===== config.mk =====
export PLATFORM = sky130hd
export DESIGN_NAME = cycle_csr_ctrl
export DESIGN_NICKNAME = d
export VERILOG_FILES = /design/src/rtl/cycle_csr_ctrl.sv
export SDC_FILE = /design/constraint.sdc
export NUM_CORES = 1
export LEC_CHECK = 0
export BUFFER_PORTS_ARGS = -buffer_cell sky130_fd_sc_hd__buf_2
export CORE_ASPECT_RATIO = 1.5
export CORE_UTILIZATION = 55
export DETAILED_ROUTE_END_ITERATION = 10
export PLACE_DENSITY = 0.76
export REMOVE_ABC_BUFFERS = 1
export SLEW_MARGIN = 20
export SYNTH_ARGS = -nofsm -noshare
export SYNTH_HDL_FRONTEND = slang
export SYNTH_SLANG_ARGS = --single-unit

===== constraint.sdc =====
create_clock -name clk -period 7.8 [get_ports clk]
set_input_delay 0.78 -clock clk [delete_from_list [all_inputs] [get_ports clk]]
set_output_delay 0.78 -clock clk [all_outputs]
set_load 0.01 [all_outputs]

===== src/rtl/cycle_csr_ctrl.sv =====
// ---------------------------------------------------------------------------
// cycle_csr_ctrl
//   Control and CSR front-end for the 64-bit cycle counter.
//   - Drives the counter's clear and keep inputs from pipeline stall and CTRL.
//   - Serves 32-bit CSR reads of the 64-bit count. Reading CYCLE latches the
//     upper half into a shadow register, so a following CYCLEH read returns
//     a value that is coherent with the low half.
//   - Holds a 64-bit compare value and raises a sticky timer interrupt.
//
// Ports
//   clk          in   1   clock
//   rst          in   1   asynchronous, active-high reset
//   stall        in   1   pipeline stall; the counter holds while it is high
//   csr_rd_en    in   1   CSR read strobe, one cycle per access
//   csr_wr_en    in   1   CSR write strobe, one cycle per access
//   csr_addr     in   12  CSR address
//   csr_wdata    in   32  CSR write data
//   count        in   64  current counter value
//   count_clear  out  1   counter clear, one-cycle registered pulse
//   count_keep   out  1   counter hold (combinational)
//   csr_rdata    out  32  registered read data
//   csr_rd_valid out  1   high one cycle after a read strobe
//   cmp_irq      out  1   timer interrupt level (pending & irq_en, registered)
// ---------------------------------------------------------------------------
module cycle_csr_ctrl #(
   parameter logic [11:0] ADDR_CYCLE  = 12'hC00,
   parameter logic [11:0] ADDR_CYCLEH = 12'hC80,
   parameter logic [11:0] ADDR_CMPL   = 12'h7C0,
   parameter logic [11:0] ADDR_CMPH   = 12'h7C1,
   parameter logic [11:0] ADDR_CTRL   = 12'h7C2
) (
   input  logic        clk,
   input  logic        rst,
   input  logic        stall,
   input  logic        csr_rd_en,
   input  logic        csr_wr_en,
   input  logic [11:0] csr_addr,
   input  logic [31:0] csr_wdata,
   input  logic [63:0] count,
   output logic        count_clear,
   output logic        count_keep,
   output logic [31:0] csr_rdata,
   output logic        csr_rd_valid,
   output logic        cmp_irq
);

   logic        inhibit;
   logic        irq_en;
   logic        pending;
   logic [63:0] cmp;
   logic [31:0] shadow;
   logic        shadow_valid;

   logic        wr_ctrl_p0;
   logic        wr_cmpl_p0;
   logic        wr_cmph_p0;
   logic        rd_cycle_p0;
   logic        rd_cycleh_p0;
   logic        match_p0;
   logic [31:0] ctrl_view_p0;
   logic [31:0] rd_mux_p0;

   // ---- stage p0: decode, compare and read mux (all from current-cycle values)
   assign wr_ctrl_p0   = csr_wr_en && (csr_addr == ADDR_CTRL);
   assign wr_cmpl_p0   = csr_wr_en && (csr_addr == ADDR_CMPL);
   assign wr_cmph_p0   = csr_wr_en && (csr_addr == ADDR_CMPH);
   assign rd_cycle_p0  = csr_rd_en && (csr_addr == ADDR_CYCLE);
   assign rd_cycleh_p0 = csr_rd_en && (csr_addr == ADDR_CYCLEH);
   assign match_p0     = (count >= cmp);

   // Clear bit (1) is an action and always reads back as 0.
   assign ctrl_view_p0 = {28'd0, pending, irq_en, 1'b0, inhibit};

   // A stall must hold the counter in the very cycle it is raised.
   assign count_keep = stall | inhibit;

   always_comb begin
      rd_mux_p0 = 32'd0;
      case (csr_addr)
         ADDR_CYCLE:  rd_mux_p0 = count[31:0];
         ADDR_CYCLEH: rd_mux_p0 = shadow_valid ? shadow : count[63:32];
         ADDR_CMPL:   rd_mux_p0 = cmp[31:0];
         ADDR_CMPH:   rd_mux_p0 = cmp[63:32];
         ADDR_CTRL:   rd_mux_p0 = ctrl_view_p0;
         default:     rd_mux_p0 = 32'd0;
      endcase
   end

   // ---- stage p1: registered read response and clear pulse
   always_ff @(posedge clk or posedge rst) begin
      if (rst) begin
         csr_rd_valid <= 1'b0;
         csr_rdata    <= 32'd0;
         count_clear  <= 1'b0;
      end else begin
         csr_rd_valid <= csr_rd_en;
         if (csr_rd_en)
            csr_rdata <= rd_mux_p0;
         count_clear <= wr_ctrl_p0 && csr_wdata[1];
      end
   end

   // Shadow of the upper count half. A clear invalidates it so a later CYCLEH
   // read cannot return a pre-clear upper half.
   always_ff @(posedge clk or posedge rst) begin
      if (rst) begin
         shadow       <= 32'd0;
         shadow_valid <= 1'b0;
      end else begin
         if (rd_cycle_p0)
            shadow <= count[63:32];
         if (wr_ctrl_p0 && csr_wdata[1])
            shadow_valid <= 1'b0;
         else if (rd_cycle_p0)
            shadow_valid <= 1'b1;
         else if (rd_cycleh_p0)
            shadow_valid <= 1'b0;
      end
   end

   // CTRL and compare registers.
   always_ff @(posedge clk or posedge rst) begin
      if (rst) begin
         inhibit <= 1'b0;
         irq_en  <= 1'b0;
         cmp     <= 64'hFFFF_FFFF_FFFF_FFFF;
      end else begin
         if (wr_ctrl_p0) begin
            inhibit <= csr_wdata[0];
            irq_en  <= csr_wdata[2];
         end
         if (wr_cmpl_p0)
            cmp[31:0] <= csr_wdata;
         if (wr_cmph_p0)
            cmp[63:32] <= csr_wdata;
      end
   end

   // Pending priority: compare write clears > live match sets > W1C clears.
   // The match uses the compare value in effect this cycle (pre-write).
   always_ff @(posedge clk or posedge rst) begin
      if (rst) begin
         pending <= 1'b0;
      end else if (wr_cmpl_p0 || wr_cmph_p0) begin
         pending <= 1'b0;
      end else if (match_p0) begin
         pending <= 1'b1;
      end else if (wr_ctrl_p0 && csr_wdata[3]) begin
         pending <= 1'b0;
      end
   end

   // ---- stage p2: interrupt level, one cycle behind pending
   always_ff @(posedge clk or posedge rst) begin
      if (rst)
         cmp_irq <= 1'b0;
      else
         cmp_irq <= pending & irq_en;
   end

endmodule

==> impl_metrics.yaml <==
place:
  dpl.hpwl_um: 14200
  port_buffers: 148
  dpl_worst_slack_ns: 4.53
  place_congestion: 0.837
clocking:
  cts_buffers: 17
  path_clk_slew_ns: 0.06
  postCtsSetupRepairBufs: 0
  hold_buffers: 0
  clkLatencyLatePin_ns: 0.42
  htree_levels: 4
  cts-resized-gates: 0
  clk_path_buf_depth: 2
  tritoncts: "yes"
  clock_sinks: 135
  root_buffer: "clkbuf_16"
power_and_ir_drop:
  p_leak_nw: 4.15
  ir_drop_mv: 0.120
  p_total_w: 0.00167
  power.density_nw_per_um2: 181
drt:
  drt_pre_antenna_iters: 8
  wire_per_inst_um: 20.7
  vias: 6303
  first_iter_violations: 447
  drc_errors: 0
  ant_nets: 0
  wl_um: 20900
  via_per_inst: 6.23
sta:
  relSlewSlack_pct: 26.0
  clock_skew_ns: 0.00889
  clock.fmax_ghz: 0.346
  worstMarginPinSlew_ns: 1.11
  finalCriticalPeriod_ns: 2.89
  worst_slack_ns: 4.91
  finalHoldViolations: 0
  fin_tns_setup_ns: 0
  drv_slew: 0
  fin_crit_sh_pct: 37.1
  setup_viol: 0
  grt_setup_unrepaired: "no"
critical_path:
  crit_arrival_ns: 3.18
  critical_path_class: "primary input to flop"
  crit_path_start_kind: "primary input"
  crit_slowest_cell: "o31ai_4"
  worstReg2RegEnd: "pending"
  r2r_setup_slack_ns: 5.11
  crit_required_ns: 8.09
  end_kind: "flop"
  max_stage_delay_ns: 0.65
  worstReg2RegStart: "cmp[34]"
  crit_top_cell: "buf_4"
  reg2reg_depth: 8
  crit_fanout: 66
  path_cells: "buf_2 -> buf_4 -> and3_1 -> nand4b_1 -> nor2_2 -> buf_4 -> o31ai_4 -> buf_4 -> o2bb2ai_1"
layout:
  final_cell_mix: "buf_2, mux2_2, dfrtp_1"
  nets: 1014
  fill_cells: 1052
  final_common_cell: "buf_2"
  antenna_cells: 0
  drive_gt1_share_pct: 42.5
  syn_to_final_growth_pct: 18.4
  final_util_pct: 67.6
global_routing:
  grt_pass1_wl_um: 33200
  grt_pass1_vias: 6634
  grt_start_max_net_pins: 79
  grt_overflow_total: 0
  antenna_found_initial: 0
  track_usage_pct: 29.6
yosys:
  yosysUniqueCellTypes: 42
  yosysSeqAreaShare_pct: 44.3
  postSynthAreaPerCell_um2: 11.1
  async_flop_share_pct: 100
  synthTopCellsByArea: "dfrtp_1, dfstp_2, mux2_2"
  syn-cell-area_um2: 7800
  ys_ff_latch: 135
  syn_inst: 701
  synth_edf_count: 0
  yosysTopAreaCellShare_pct: 22.8
  yosysTopAreaCell: "dfrtp_1"
  ys.flop_type: "dfrtp_1"
  yosys_warnings: 0
die:
  die_w_um: 99.2
  rows: 52
  pin_count: 149
  start_util_pct: 57.1
  coreArea_um2: 13700
  chipHeight_um: 148
  die_area_um2: 14700
run:
  cap_viol_max_count: 0
outcome:
  status: "complete, no violations"
min_path:
  worstHoldPathType: "primary input to asynchronous set/reset pin"
synth_stat cells (all sizes together), types with 3 or more instances:
library cell,n
a21o,4
a21oi,63
a222oi,33
and4,3
buf,20
clkbuf,20
dfrtp,71
dfstp,64
ha,64
inv,69
mux2,99
mux2i,32
nand2,19
nand3,6
nand4,14
nand4b,3
nor2,42
nor3,4
o21ai,15
o2bb2ai,29
worst max-delay path, delay by kind of cell:
| kind | cells | cell delay [ns] |
|---|---|---|
| buffers and inverters | 4 | 1.07 |
| AO/OA/AOI/OAI | 2 | 0.76 |
| AND/OR/NAND/NOR | 3 | 0.54 |
where the power goes:
| group | total [W] | leakage (nW) | switching, W | internal, W |
|---|---|---|---|---|
| Clock | 0.000824 | 0.296 | 0.000306 | 0.000518 |
| Sequential | 0.000710 | 1.64 | 0.00000294 | 0.000707 |
| Combinational | 0.000141 | 2.22 | 0.0000842 | 0.0000565 |
| Total | 0.00167 | 4.15 | 0.000393 | 0.00128 |
state kept, by name, summed over array words and instances, names as in the netlist:
register,count
cmp,64
cmp_irq,1
count_clear,1
csr_rd_valid,1
csr_rdata,32
inhibit,1
irq_en,1
pending,1
shadow,32
shadow_valid,1
through the flow:
stage	cell area, µm²	hold slack [ns]	cells
after global placement	8620	0.469	980
after CTS	9230	0.490	1012
final	9230	0.481	1012
after detailed placement	8620	0.474	980
after global routing	9230	0.506	1012
after floorplan	7590	0.472	661
layout make-up:
type                       instances  area, µm²  area share [%]
clock buffer                      20        457            4.95
tap                              162        203            2.20
clock inverter                    12        151            1.64
multi-input combinational        457       3890            42.1
sequential                       135       3460            37.5
inverter                          69        262            2.83
timing repair buffer             157        808            8.76
worst max path at each step:
stage                      from            end  slack (ns)  cells past startpoint
floorplan                   rst        cmp_irq        3.51                      1
global placement    csr_addr[7]   csr_rdata[7]        4.64                      9
detailed placement  csr_addr[7]  csr_rdata[11]        4.53                      9
CTS                 csr_addr[7]  csr_rdata[22]        4.95                      9
global route        csr_addr[7]  csr_rdata[11]        4.82                      9
finish              csr_addr[7]   csr_rdata[7]        4.91                      9
metal layers:
layer | GRT usage, % | vias up | share of wire [%]
met5 | 0 | - | 0
met4 | 15.1 | 0 | 3.5
met3 | 4.26 | 64 | 5.3
met2 | 52.8 | 247 | 52
met1 | 34.3 | 3118 | 39
li1 | - | 2874 | -
kinds of logic (layout without fill, tap and decap cells):
group	after synthesis	count (layout)	synth area share [%]
mux	131	131	18.4
flops	135	135	44.3
simple gates	109	109	7.16
compound gates	153	153	13.8
fa+ha+maj	64	64	10.3
buf+inv	109	258	6.05
Power figures use the tool's default switching activity.
